[config.mk]
export PLATFORM = sky130hd
export DESIGN_NAME = id_stage
export DESIGN_NICKNAME = d
export VERILOG_FILES = /design/src/rtl/alu_opcodes_pkg.sv /design/src/rtl/riscv_pkg.sv /design/src/rtl/id_decoder.sv /design/src/rtl/id_stage.sv
export SDC_FILE = /design/constraint.sdc
export NUM_CORES = 1
export LEC_CHECK = 0
export CORE_ASPECT_RATIO = 1.5
export CORE_MARGIN = 2
export CORE_UTILIZATION = 45
export CTS_CLUSTER_DIAMETER = 100
export CTS_CLUSTER_SIZE = 10
export DETAILED_ROUTE_END_ITERATION = 6
export DONT_BUFFER_PORTS = 1
export PLACE_DENSITY = 0.71
export SYNTH_ARGS = -nofsm -noshare
export SYNTH_HDL_FRONTEND = slang
export SYNTH_HIERARCHICAL = 1
export SYNTH_SLANG_ARGS = --single-unit
[constraint.sdc]
create_clock -name clk_i -period 1.2 [get_ports clk_i]
set_input_delay 0.18 -clock clk_i [delete_from_list [all_inputs] [get_ports clk_i]]
set_output_delay 0.18 -clock clk_i [all_outputs]
set_load 0.01 [all_outputs]
[src/rtl/alu_opcodes_pkg.sv]
// ALU opcode encoding shared by the decode stage and the ALU.
package alu_opcodes_pkg;

  typedef logic [4:0] alu_op_t;

  localparam alu_op_t ALU_ADD  = 5'b00000;
  localparam alu_op_t ALU_SUB  = 5'b01000;
  localparam alu_op_t ALU_SLL  = 5'b00001;
  localparam alu_op_t ALU_SLTS = 5'b00010;
  localparam alu_op_t ALU_SLTU = 5'b00011;
  localparam alu_op_t ALU_XOR  = 5'b00100;
  localparam alu_op_t ALU_SRL  = 5'b00101;
  localparam alu_op_t ALU_SRA  = 5'b01101;
  localparam alu_op_t ALU_OR   = 5'b00110;
  localparam alu_op_t ALU_AND  = 5'b00111;
  localparam alu_op_t ALU_EQ   = 5'b11000;
  localparam alu_op_t ALU_NE   = 5'b11001;
  localparam alu_op_t ALU_LTS  = 5'b11100;
  localparam alu_op_t ALU_GES  = 5'b11101;
  localparam alu_op_t ALU_LTU  = 5'b11110;
  localparam alu_op_t ALU_GEU  = 5'b11111;

endpackage

[src/rtl/riscv_pkg.sv]
// RV32I opcode constants, decode control bundle and immediate helpers.
package riscv_pkg;

  localparam logic [6:0] OPC_OP     = 7'b0110011;
  localparam logic [6:0] OPC_OP_IMM = 7'b0010011;
  localparam logic [6:0] OPC_LUI    = 7'b0110111;
  localparam logic [6:0] OPC_AUIPC  = 7'b0010111;
  localparam logic [6:0] OPC_BRANCH = 7'b1100011;
  localparam logic [6:0] OPC_LOAD   = 7'b0000011;
  localparam logic [6:0] OPC_STORE  = 7'b0100011;
  localparam logic [6:0] OPC_JAL    = 7'b1101111;
  localparam logic [6:0] OPC_JALR   = 7'b1100111;

  localparam logic [6:0] FUNCT7_BASE = 7'h00;
  localparam logic [6:0] FUNCT7_ALT  = 7'h20;

  // Source of ALU operand a.
  typedef enum logic [1:0] {
    A_RS1  = 2'd0,
    A_PC   = 2'd1,
    A_ZERO = 2'd2
  } a_sel_e;

  // Source of ALU operand b.
  typedef enum logic {
    B_RS2 = 1'b0,
    B_IMM = 1'b1
  } b_sel_e;

  typedef struct packed {
    logic rd_we;
    logic branch;
    logic jump;
    logic mem_req;
    logic mem_we;
    logic illegal;
  } id_ctrl_t;

  function automatic logic [31:0] imm_i(input logic [31:0] instr);
    return {{20{instr[31]}}, instr[31:20]};
  endfunction

  function automatic logic [31:0] imm_s(input logic [31:0] instr);
    return {{20{instr[31]}}, instr[31:25], instr[11:7]};
  endfunction

  function automatic logic [31:0] imm_u(input logic [31:0] instr);
    return {instr[31:12], 12'b0};
  endfunction

endpackage

[src/rtl/id_decoder.sv]
// Pure combinational RV32I decoder: instruction -> operand selects,
// immediate, ALU opcode and control flags.
module id_decoder
  import riscv_pkg::*;
  import alu_opcodes_pkg::*;
(
  input  logic [31:0] i_instr,
  output a_sel_e      o_a_sel,
  output b_sel_e      o_b_sel,
  output logic [31:0] o_imm,
  output alu_op_t     o_alu_op,
  output id_ctrl_t    o_ctrl
);

  logic [6:0] w_opcode;
  logic [2:0] w_funct3;
  logic [6:0] w_funct7;
  logic [4:0] w_rd;

  assign w_opcode = i_instr[6:0];
  assign w_funct3 = i_instr[14:12];
  assign w_funct7 = i_instr[31:25];
  assign w_rd     = i_instr[11:7];

  // Decode opcode/funct fields; illegal encodings collapse to a harmless ADD 0,0.
  always_comb begin
    logic w_legal;
    // NOTE: every output gets a default first so no path can infer a latch.
    o_a_sel  = A_RS1;
    o_b_sel  = B_RS2;
    o_imm    = '0;
    o_alu_op = ALU_ADD;
    o_ctrl   = '0;
    w_legal  = 1'b1;

    case (w_opcode)
      OPC_OP: begin
        o_ctrl.rd_we = 1'b1;
        if (w_funct7 == FUNCT7_BASE) begin
          o_alu_op = {2'b00, w_funct3};
        end else if (w_funct7 == FUNCT7_ALT &&
                     (w_funct3 == 3'b000 || w_funct3 == 3'b101)) begin
          o_alu_op = {2'b01, w_funct3};
        end else begin
          w_legal = 1'b0;
        end
      end
      OPC_OP_IMM: begin
        o_b_sel      = B_IMM;
        o_imm        = imm_i(i_instr);
        o_alu_op     = {2'b00, w_funct3};
        o_ctrl.rd_we = 1'b1;
        if (w_funct3 == 3'b001 && w_funct7 != FUNCT7_BASE) begin
          w_legal = 1'b0;
        end
        if (w_funct3 == 3'b101) begin
          // Shifts take only the 5-bit shamt; funct7 selects logical/arith.
          o_imm = {27'b0, i_instr[24:20]};
          if (w_funct7 == FUNCT7_ALT) begin
            o_alu_op = ALU_SRA;
          end else if (w_funct7 != FUNCT7_BASE) begin
            w_legal = 1'b0;
          end
        end
      end
      OPC_LUI: begin
        o_a_sel      = A_ZERO;
        o_b_sel      = B_IMM;
        o_imm        = imm_u(i_instr);
        o_ctrl.rd_we = 1'b1;
      end
      OPC_AUIPC: begin
        o_a_sel      = A_PC;
        o_b_sel      = B_IMM;
        o_imm        = imm_u(i_instr);
        o_ctrl.rd_we = 1'b1;
      end
      OPC_BRANCH: begin
        o_alu_op      = {2'b11, w_funct3};
        o_ctrl.branch = 1'b1;
        if (w_funct3 == 3'b010 || w_funct3 == 3'b011) begin
          w_legal = 1'b0;
        end
      end
      OPC_LOAD: begin
        o_b_sel        = B_IMM;
        o_imm          = imm_i(i_instr);
        o_ctrl.mem_req = 1'b1;
        o_ctrl.rd_we   = 1'b1;
      end
      OPC_STORE: begin
        o_b_sel        = B_IMM;
        o_imm          = imm_s(i_instr);
        o_ctrl.mem_req = 1'b1;
        o_ctrl.mem_we  = 1'b1;
      end
      OPC_JAL, OPC_JALR: begin
        // The ALU computes the link address pc+4.
        o_a_sel      = A_PC;
        o_b_sel      = B_IMM;
        o_imm        = 32'd4;
        o_ctrl.jump  = 1'b1;
        o_ctrl.rd_we = 1'b1;
        if (w_opcode == OPC_JALR && w_funct3 != 3'b000) begin
          w_legal = 1'b0;
        end
      end
      default: w_legal = 1'b0;
    endcase

    if (!w_legal) begin
      o_a_sel        = A_ZERO;
      o_b_sel        = B_IMM;
      o_imm          = '0;
      o_alu_op       = ALU_ADD;
      o_ctrl         = '0;
      o_ctrl.illegal = 1'b1;
    end

    // Writes to x0 are architecturally discarded.
    if (w_rd == 5'd0) begin
      o_ctrl.rd_we = 1'b0;
    end
  end

endmodule

[src/rtl/id_stage.sv]
// RV32I decode stage: register-file address generation, operand muxing and
// a single valid/ready pipeline register with flush.
module id_stage
  import riscv_pkg::*;
  import alu_opcodes_pkg::*;
#(
  parameter int          XLEN     = 32,
  parameter logic [31:0] RESET_PC = 32'h0000_0000
) (
  input  logic            clk_i,
  input  logic            rst_ni,
  input  logic            in_valid_i,
  output logic            in_ready_o,
  input  logic [31:0]     instr_i,
  input  logic [XLEN-1:0] pc_i,
  output logic [4:0]      rs1_addr_o,
  output logic [4:0]      rs2_addr_o,
  input  logic [XLEN-1:0] rs1_data_i,
  input  logic [XLEN-1:0] rs2_data_i,
  input  logic            flush_i,
  output logic            out_valid_o,
  input  logic            out_ready_i,
  output logic [XLEN-1:0] a_o,
  output logic [XLEN-1:0] b_o,
  output logic [4:0]      alu_op_o,
  output logic [XLEN-1:0] store_data_o,
  output logic [4:0]      rd_addr_o,
  output logic            rd_we_o,
  output logic            branch_o,
  output logic            jump_o,
  output logic            mem_req_o,
  output logic            mem_we_o,
  output logic            illegal_o,
  output logic [XLEN-1:0] pc_o
);

  a_sel_e          w_a_sel;
  b_sel_e          w_b_sel;
  logic [31:0]     w_imm;
  alu_op_t         w_alu_op;
  id_ctrl_t        w_ctrl;
  logic [XLEN-1:0] w_a;
  logic [XLEN-1:0] w_b;
  logic            w_accept;

  logic            r_valid;
  logic [XLEN-1:0] r_a;
  logic [XLEN-1:0] r_b;
  alu_op_t         r_alu_op;
  logic [XLEN-1:0] r_store_data;
  logic [4:0]      r_rd_addr;
  id_ctrl_t        r_ctrl;
  logic [XLEN-1:0] r_pc;

  assign rs1_addr_o = instr_i[19:15];
  assign rs2_addr_o = instr_i[24:20];

  id_decoder u_decoder (
    .i_instr  (instr_i),
    .o_a_sel  (w_a_sel),
    .o_b_sel  (w_b_sel),
    .o_imm    (w_imm),
    .o_alu_op (w_alu_op),
    .o_ctrl   (w_ctrl)
  );

  // Operand a source select.
  always_comb begin
    case (w_a_sel)
      A_RS1:   w_a = rs1_data_i;
      A_PC:    w_a = pc_i;
      default: w_a = '0;
    endcase
  end

  // Operand b source select.
  always_comb begin
    w_b = (w_b_sel == B_IMM) ? w_imm : rs2_data_i;
  end

  // Flush makes the stage ready so the presented beat is consumed and dropped.
  assign in_ready_o = !r_valid || out_ready_i || flush_i;
  assign w_accept   = in_valid_i && in_ready_o;

  // Pipeline register: flush wins, then accept, then downstream drain.
  always_ff @(posedge clk_i or negedge rst_ni) begin
    if (!rst_ni) begin
      // NOTE: data registers are reset too so every output is defined out of reset.
      r_valid      <= 1'b0;
      r_a          <= '0;
      r_b          <= '0;
      r_alu_op     <= ALU_ADD;
      r_store_data <= '0;
      r_rd_addr    <= '0;
      r_ctrl       <= '0;
      r_pc         <= RESET_PC;
    end else begin
      // NOTE: non-blocking assignments keep every register sampling pre-edge values.
      if (flush_i) begin
        r_valid <= 1'b0;
      end else if (w_accept) begin
        r_valid <= 1'b1;
      end else if (out_ready_i) begin
        r_valid <= 1'b0;
      end

      if (w_accept && !flush_i) begin
        r_a          <= w_a;
        r_b          <= w_b;
        r_alu_op     <= w_alu_op;
        r_store_data <= rs2_data_i;
        r_rd_addr    <= instr_i[11:7];
        r_ctrl       <= w_ctrl;
        r_pc         <= pc_i;
      end
    end
  end

  assign out_valid_o  = r_valid;
  assign a_o          = r_a;
  assign b_o          = r_b;
  assign alu_op_o     = r_alu_op;
  assign store_data_o = r_store_data;
  assign rd_addr_o    = r_rd_addr;
  assign rd_we_o      = r_ctrl.rd_we;
  assign branch_o     = r_ctrl.branch;
  assign jump_o       = r_ctrl.jump;
  assign mem_req_o    = r_ctrl.mem_req;
  assign mem_we_o     = r_ctrl.mem_we;
  assign illegal_o    = r_ctrl.illegal;
  assign pc_o         = r_pc;

endmodule

==> results of run 1 <==
-- sequential cells by signal, summed over array words and instances (netlist names), 5 cells and up --
name and cells:
a_o 32, b_o 32, pc_o 32, store_data_o 32
alu_op_o 5, rd_addr_o 5
-- timing repair --
action	CTS	global route
buffers inserted	24	7
resized for setup	67	31
endpoints found under the hold margin	215	145
endpoints found under the setup margin	143	146
pin swaps	4	4
cloned	16	1
-- cell usage after synthesis (2+ instances only) --
library cell and instances:
mux2_2 161, dfrtp_1 145, nor2_1 37, mux2i_1 32
a22oi_1 25, clkbuf_1 24, nand2_1 24, a21oi_1 15
mux2_1 15, buf_2 14, buf_4 11, a211oi_1 9
nand3_1 9, buf_6 7, inv_1 5, nand2b_1 5
o21ai_0 5, nor2b_1 4, or2_2 3, nand3b_1 2
nor3_1 2, nor4_1 2, or3_1 2
-- worst max-delay path: cells and delay by family --
family | cells | cell delay (ns)
AO/OA/AOI/OAI | 1 | 0.10
buffers and inverters | 1 | 0.20
multiplexers | 2 | 0.57
AND/OR/NAND/NOR | 3 | 1.31
-- per-stage QoR --
step	hold slack, ns	instances	cell area (um^2)	TNS [ns]
floorplan	-0.116	580	7660	-95.37
global placement	-0.112	779	8000	-94.22
detailed placement	-0.112	779	8000	-96.71
CTS	-0.558	921	10200	-76.27
global route	-0.564	916	10200	-79.78
finish	-0.540	916	10200	-74.28
-- power by group --
group / internal [uW] / leakage [uW] / switching (uW) / total, uW
Clock: 3190 / 0.000280 / 2100 / 5290
Sequential: 5350 / 0.00186 / 606 / 5960
Combinational: 1200 / 0.00238 / 550 / 1750
Total: 9740 / 0.00452 / 3260 / 13000
-- final timing paths --
| kind | end | cells past startpoint | startpoint | slack [ns] |
|---|---|---|---|---|
| worst max-delay path | b_o[5]$_DFFE_PN0P_ | 7 | instr_i[26] | -0.89 |
| worst min-delay path | pc_o[24]$_DFFE_PN0P_ | 0 | rst_ni | -0.54 |
| worst max register to register | b_o[21]$_DFFE_PN0P_ | 6 | out_valid_o$_DFFE_PN0P_ | -0.35 |
| worst min register to register | store_data_o[16]$_DFFE_PN0P_ | 1 | store_data_o[16]$_DFFE_PN0P_ | 0.58 |
| max in group asynchronous | a_o[9]$_DFFE_PN0P_ | 0 | rst_ni | 1.51 |
| min in group clk_i | b_o[17]$_DFFE_PN0P_ | 2 | rs2_data_i[17] | 0.04 |
-- cell families after synthesis --
kind of cell | after synthesis | share of synthesized area
muxes | 208 | 0.319
and+or+nand+nor | 97 | 0.0658
DFF | 145 | 0.502
AOI/OAI and AO/OA | 67 | 0.0643
xor gates and xnor gates | 1 | 0.00121
buffers and inverters | 62 | 0.0476
-- layout make-up --
class / instances / area share
multi-input combinational: 373 / 0.365
sequential: 145 / 0.357
timing repair buffer: 157 / 0.193
clock buffer: 21 / 0.0453
tap: 203 / 0.0250
clock inverter: 11 / 0.0125
inverter: 6 / 0.00221
-- metal layers --
metal	global-route usage	part of all wire	vias up	wire, um
met5	0	0	-	0
met4	0.145	0.046	0	1060
met3	0.0753	0.086	66	2000
met2	0.475	0.53	300	12200
met1	0.271	0.34	2747	7850
li1	-	-	2322	-
==> run_results.csv, run 1 <==
group,metric,value,unit
final_layout,final_common_cell,"dfrtp_1",
drt,ant_nets,0,
clocking,clk_pin_slew_worst_paths,0.06,ns
floorplanning,floorplan.initialDensity,0.460,
status,violations,"hold timing, setup timing",
clocking,numCtsBuffers,17,
timing,post-route-period-util,1.74,
worst_setup_path,critical_path_class,"in -> reg",
timing,timing.fmax,0.479,GHz
worst_setup_path,crit_required,1.49,ns
global_routing,grt_util_all_layers,0.264,
timing,finalSetupViolCount,146,
pwr,peakVddDrop,1160,uV
logic_synthesis,synth_top_cell_by_area,"dfrtp_1",
timing,finalWorstSetupSlack,-0.887,ns
floorplanning,ioPinCount,289,
place,dp_hpwl,13.5,mm
drt,drtIter0Drc,440,
timing,rsz0062_at_grt,"yes",
final_layout,fillers,1119,
logic_synthesis,synthArstFlopShare,1.00,
global_routing,grt-ovfl-total,0,
pwr,p_leak,0.00452,uW
run,cap_violations,0,
place,place_ws,-1.27,ns
global_routing,antenna_found_initial,0,
logic_synthesis,ys_types,45,
worst_setup_path,worst_setup_path_end_kind,"flip-flop",
final_layout,drive_gt1_frac,0.438,
hold_path,min_path_type,"in -> async",
timing,maxSlewViolCount,0,
clocking,ctsHoldBuffers,71,
timing,holdWs,-0.540,ns
logic_synthesis,synth_fp_nets,713,
drt,drt_first_pass_iters,5,
clocking,clock_latency,0.41,ns
worst_setup_path,cp_max_fo,31,
clocking,cts_tree,"done",
floorplanning,die_w,107,um
global_routing,grt_max_degree,146,
floorplanning,row_count,56,
logic_synthesis,ys_seq_elements,145,
drt,vias_per_cell,5.93,
worst_setup_path,slowest_stage,"or4_4",
logic_synthesis,ys_seq_area_frac,0.502,
final_layout,syn2layout_area_growth,40.8,%
logic_synthesis,syn-cell-area,7220,um^2
timing,worst_slew_pin_slew,0.359,ns
timing,max-slew-margin-rel,0.760,
final_layout,nNetsFinal,833,
floorplanning,dieHeight,159,um
worst_setup_path,cpMostUsedCell,"mux2_2",
clocking,htreeDepth,4,
worst_setup_path,start_kind,"input port",
final_layout,register_area,3630,um^2
timing,min_period,2.09,ns
logic_synthesis,avgSynthCellArea,12.5,um^2
final_layout,multi_input_area,3710,um^2
global_routing,grt_pass1_wl,34.4,mm
clocking,clock-sinks,145,
timing,clock_skew,0.00686,ns
drt,via_count,5435,
drt,drt-wirelength-per-cell,25.3,um
timing,hold_viol_final,145,
drt,routed_wl,23.1,mm
worst_setup_path,path_cells,"or4_4 > nor4_4 > a32oi_2 > or4b_4 > buf_12 > mux2_2 > mux2_2",
logic_synthesis,synthCells,580,
clocking,clockBufferDepth,2,
status,status,"finished, violations left",
place,io_buffer_count,0,
place,gp_congestion,0.877,
pwr,p_total,13000,uW
logic_synthesis,ys_warn_count,6,
pwr,power.density,1280,nW/um^2
final_layout,final_core_util,0.648,
logic_synthesis,synth_edf_count,0,
logic_synthesis,yosys_most_used_dff,"dfrtp_1",
global_routing,grt_pass1_vias,6148,
floorplanning,dieArea,17100,um^2
logic_synthesis,synth_area_leaders,"dfrtp_1 50%, mux2_2 25%, mux2i_1 4.4%",
drt,drc,0,
floorplanning,core_area,15700,um^2
logic_synthesis,synthDominantCellAreaShare,0.502,
clocking,root_buffer,"clkbuf_16",
final_layout,final_cell_mix,"145 x dfrtp_1, 89 x mux2_4, 87 x mux2_2, 71 x dlygate4sd3_1, 37 x nor2_1",
worst_setup_path,cpPeakStageDelay,0.57,ns
final_layout,diodes,0,
worst_setup_path,crit_arrival,2.38,ns
No activity file was read; power rests on OpenSTA's default activity.
==> inputs of run 2 (changes only) <==
HOLD_SLACK_MARGIN = 0.03   (was not set)
==> run 2 against run 1 <==
- the run still ends with hold timing, setup timing left
- worst hold slack better by 0.0031 ns
- fmax is 0.14% lower
- wire length is 0.30% lower
- critical path depth stayed put
- non-clock buffer count is 2 higher
- cell count is 0.22% higher
- global-route usage is 0.085 points higher
- count of clock-buffer cells in the layout stayed put
- sequential power hardly changed
- combinational power hardly changed
- via count is 0.13% higher
- core utilization is 0.13 points higher
- critical endpoint unchanged
==> run_results.csv, run 2 (same netlist as run 1, synthesis figures left out) <==
group,metric,value,unit
status,status,"finished, violations left",
status,violations,"hold timing, setup timing",
drt,drtIter0Drc,389,
drt,drt-wirelength-per-cell,25.1,um
clocking,clockBufferDepth,2,
timing,finalWorstSetupSlack,-0.890,ns
timing,timing.fmax,0.479,GHz
worst_setup_path,path_buf_inv,1,
worst_setup_path,slowest_stage,"or4_4",
timing,hold_viol_final,145,
drt,vias_per_cell,5.93,
final_layout,final_cell_mix,"145 x dfrtp_1, 89 x mux2_4, 87 x mux2_2, 73 x dlygate4sd3_1, 37 x nor2_1",
pwr,power.density,1280,nW/um^2
final_layout,syn2layout_area_growth,41.1,%
place,gp_congestion,0.877,
drt,routed_wl,23.1,mm
clocking,numCtsBuffers,17,
worst_setup_path,cpMostUsedCell,"mux2_2",
timing,maxSlewViolCount,0,
pwr,p_total,13000,uW
floorplanning,row_count,56,
worst_setup_path,worstRegToRegCells,6,
floorplanning,die_w,107,um
worst_setup_path,worst_setup_path_end_kind,"flip-flop",
global_routing,grt_util_all_layers,0.265,
worst_setup_path,crit_arrival,2.38,ns
final_layout,fillers,1115,
drt,ant_nets,0,
clocking,root_buffer,"clkbuf_16",
worst_setup_path,crit_cells,7,
clocking,htreeDepth,4,
floorplanning,dieHeight,159,um
final_layout,final_common_cell,"dfrtp_1",
clocking,clk_pin_slew_worst_paths,0.06,ns
global_routing,grt_pass1_wl,34.5,mm
global_routing,grt_max_degree,146,
timing,clock_skew,0.00687,ns
drt,via_count,5442,
run,cap_violations,0,
timing,worst_slew_pin_slew,0.360,ns
timing,rsz0062_at_grt,"yes",
timing,min_period,2.09,ns
place,dp_hpwl,13.5,mm
drt,drt_first_pass_iters,5,
final_layout,drive_gt1_frac,0.436,
drt,drc,0,
timing,finalSetupViolCount,146,
clocking,clock-sinks,145,
worst_setup_path,start_kind,"input port",
clocking,clock_latency,0.41,ns
worst_setup_path,crit_required,1.49,ns
worst_setup_path,cpLargestDelayFamily,"simple AND/OR/NAND/NOR gates",
place,place_ws,-1.27,ns
pwr,p_leak,0.00453,uW
worst_setup_path,cp_max_fo,31,
place,io_buffer_count,0,
worst_setup_path,cpPeakStageDelay,0.57,ns
final_layout,diodes,0,
final_layout,fin_area,10200,um^2
floorplanning,ioPinCount,289,
floorplanning,floorplan.initialDensity,0.460,
timing,tns,-74.32,ns
clocking,cts_tree,"done",
final_layout,nNetsFinal,835,
timing,post-route-period-util,1.74,
worst_setup_path,critical_path_class,"in -> reg",
hold_path,min_path_type,"in -> async",
timing,max-slew-margin-rel,0.760,
global_routing,grt_pass1_vias,6148,
floorplanning,dieArea,17100,um^2
timing,holdWs,-0.536,ns
place,placed_cell_area,8000,um^2
global_routing,antenna_found_initial,0,
pwr,peakVddDrop,1170,uV
worst_setup_path,path_cells,"or4_4 > nor4_4 > a32oi_2 > or4b_4 > buf_12 > mux2_2 > mux2_2",
global_routing,grt-ovfl-total,0,
floorplanning,core_area,15700,um^2
[run 2: path summary, 6_finish.rpt]
path,start,end,slack [ns]
worst min-delay path,rst_ni,b_o[3]$_DFFE_PN0P_,-0.54
max in group asynchronous,rst_ni,store_data_o[9]$_DFFE_PN0P_,1.43
worst max register to register,out_valid_o$_DFFE_PN0P_,b_o[21]$_DFFE_PN0P_,-0.35
worst max-delay path,instr_i[26],b_o[5]$_DFFE_PN0P_,-0.89
worst min register to register,store_data_o[16]$_DFFE_PN0P_,store_data_o[16]$_DFFE_PN0P_,0.58
min in group clk_i,rs2_data_i[6],b_o[6]$_DFFE_PN0P_,0.05
[run 2: timing repair]
item / CTS / global route
hold buffers: 72 / 1
gates resized for setup: 67 / 31
setup buffers: 24 / 7
pin swaps: 4 / 4
endpoints found under the hold margin: 221 / 146
setup endpoints to repair: 143 / 146
cloned: 16 / 1
[run 2: stage by stage]
step | std cells | util
finish | 918 | 0.649
global placement | 779 | 0.510
floorplan | 580 | -
CTS | 922 | 0.652
detailed placement | 779 | 0.510
global route | 918 | 0.649
[run 2: worst reg2reg max path, delay by kind of cell, from the launching register on]
kind,cells,cell delay [ns]
buffers and inverters,4,0.52
flip-flops,1,0.41
multiplexers,1,0.32
AO/OA/AOI/OAI,1,0.18
[run 2: where the power goes]
part / internal [uW] / switching (uW)
combinational: 1210 / 551
clock: 3190 / 2100
sequential: 5350 / 606
total: 9750 / 3260
[run 2: area by class of cell]
type / instances / area (um^2) / share of cell area
Clock buffer: 21 / 460 / 0.0452
Clock inverter: 11 / 128 / 0.0125
Inverter: 6 / 22.5 / 0.00221
Multi-Input combinational cell: 373 / 3710 / 0.364
Tap cell: 203 / 254 / 0.0249
Timing Repair Buffer: 159 / 1980 / 0.195
Sequential cell: 145 / 3630 / 0.356
[run 2: layer usage]
| layer | GRT usage | up-vias | part of all wire |
|---|---|---|---|
| met5 | 0 | - | 0 |
| met4 | 0.143 | 0 | 0.049 |
| met3 | 0.0757 | 74 | 0.087 |
| met2 | 0.477 | 316 | 0.53 |
| met1 | 0.273 | 2725 | 0.34 |
| li1 | - | 2327 | - |
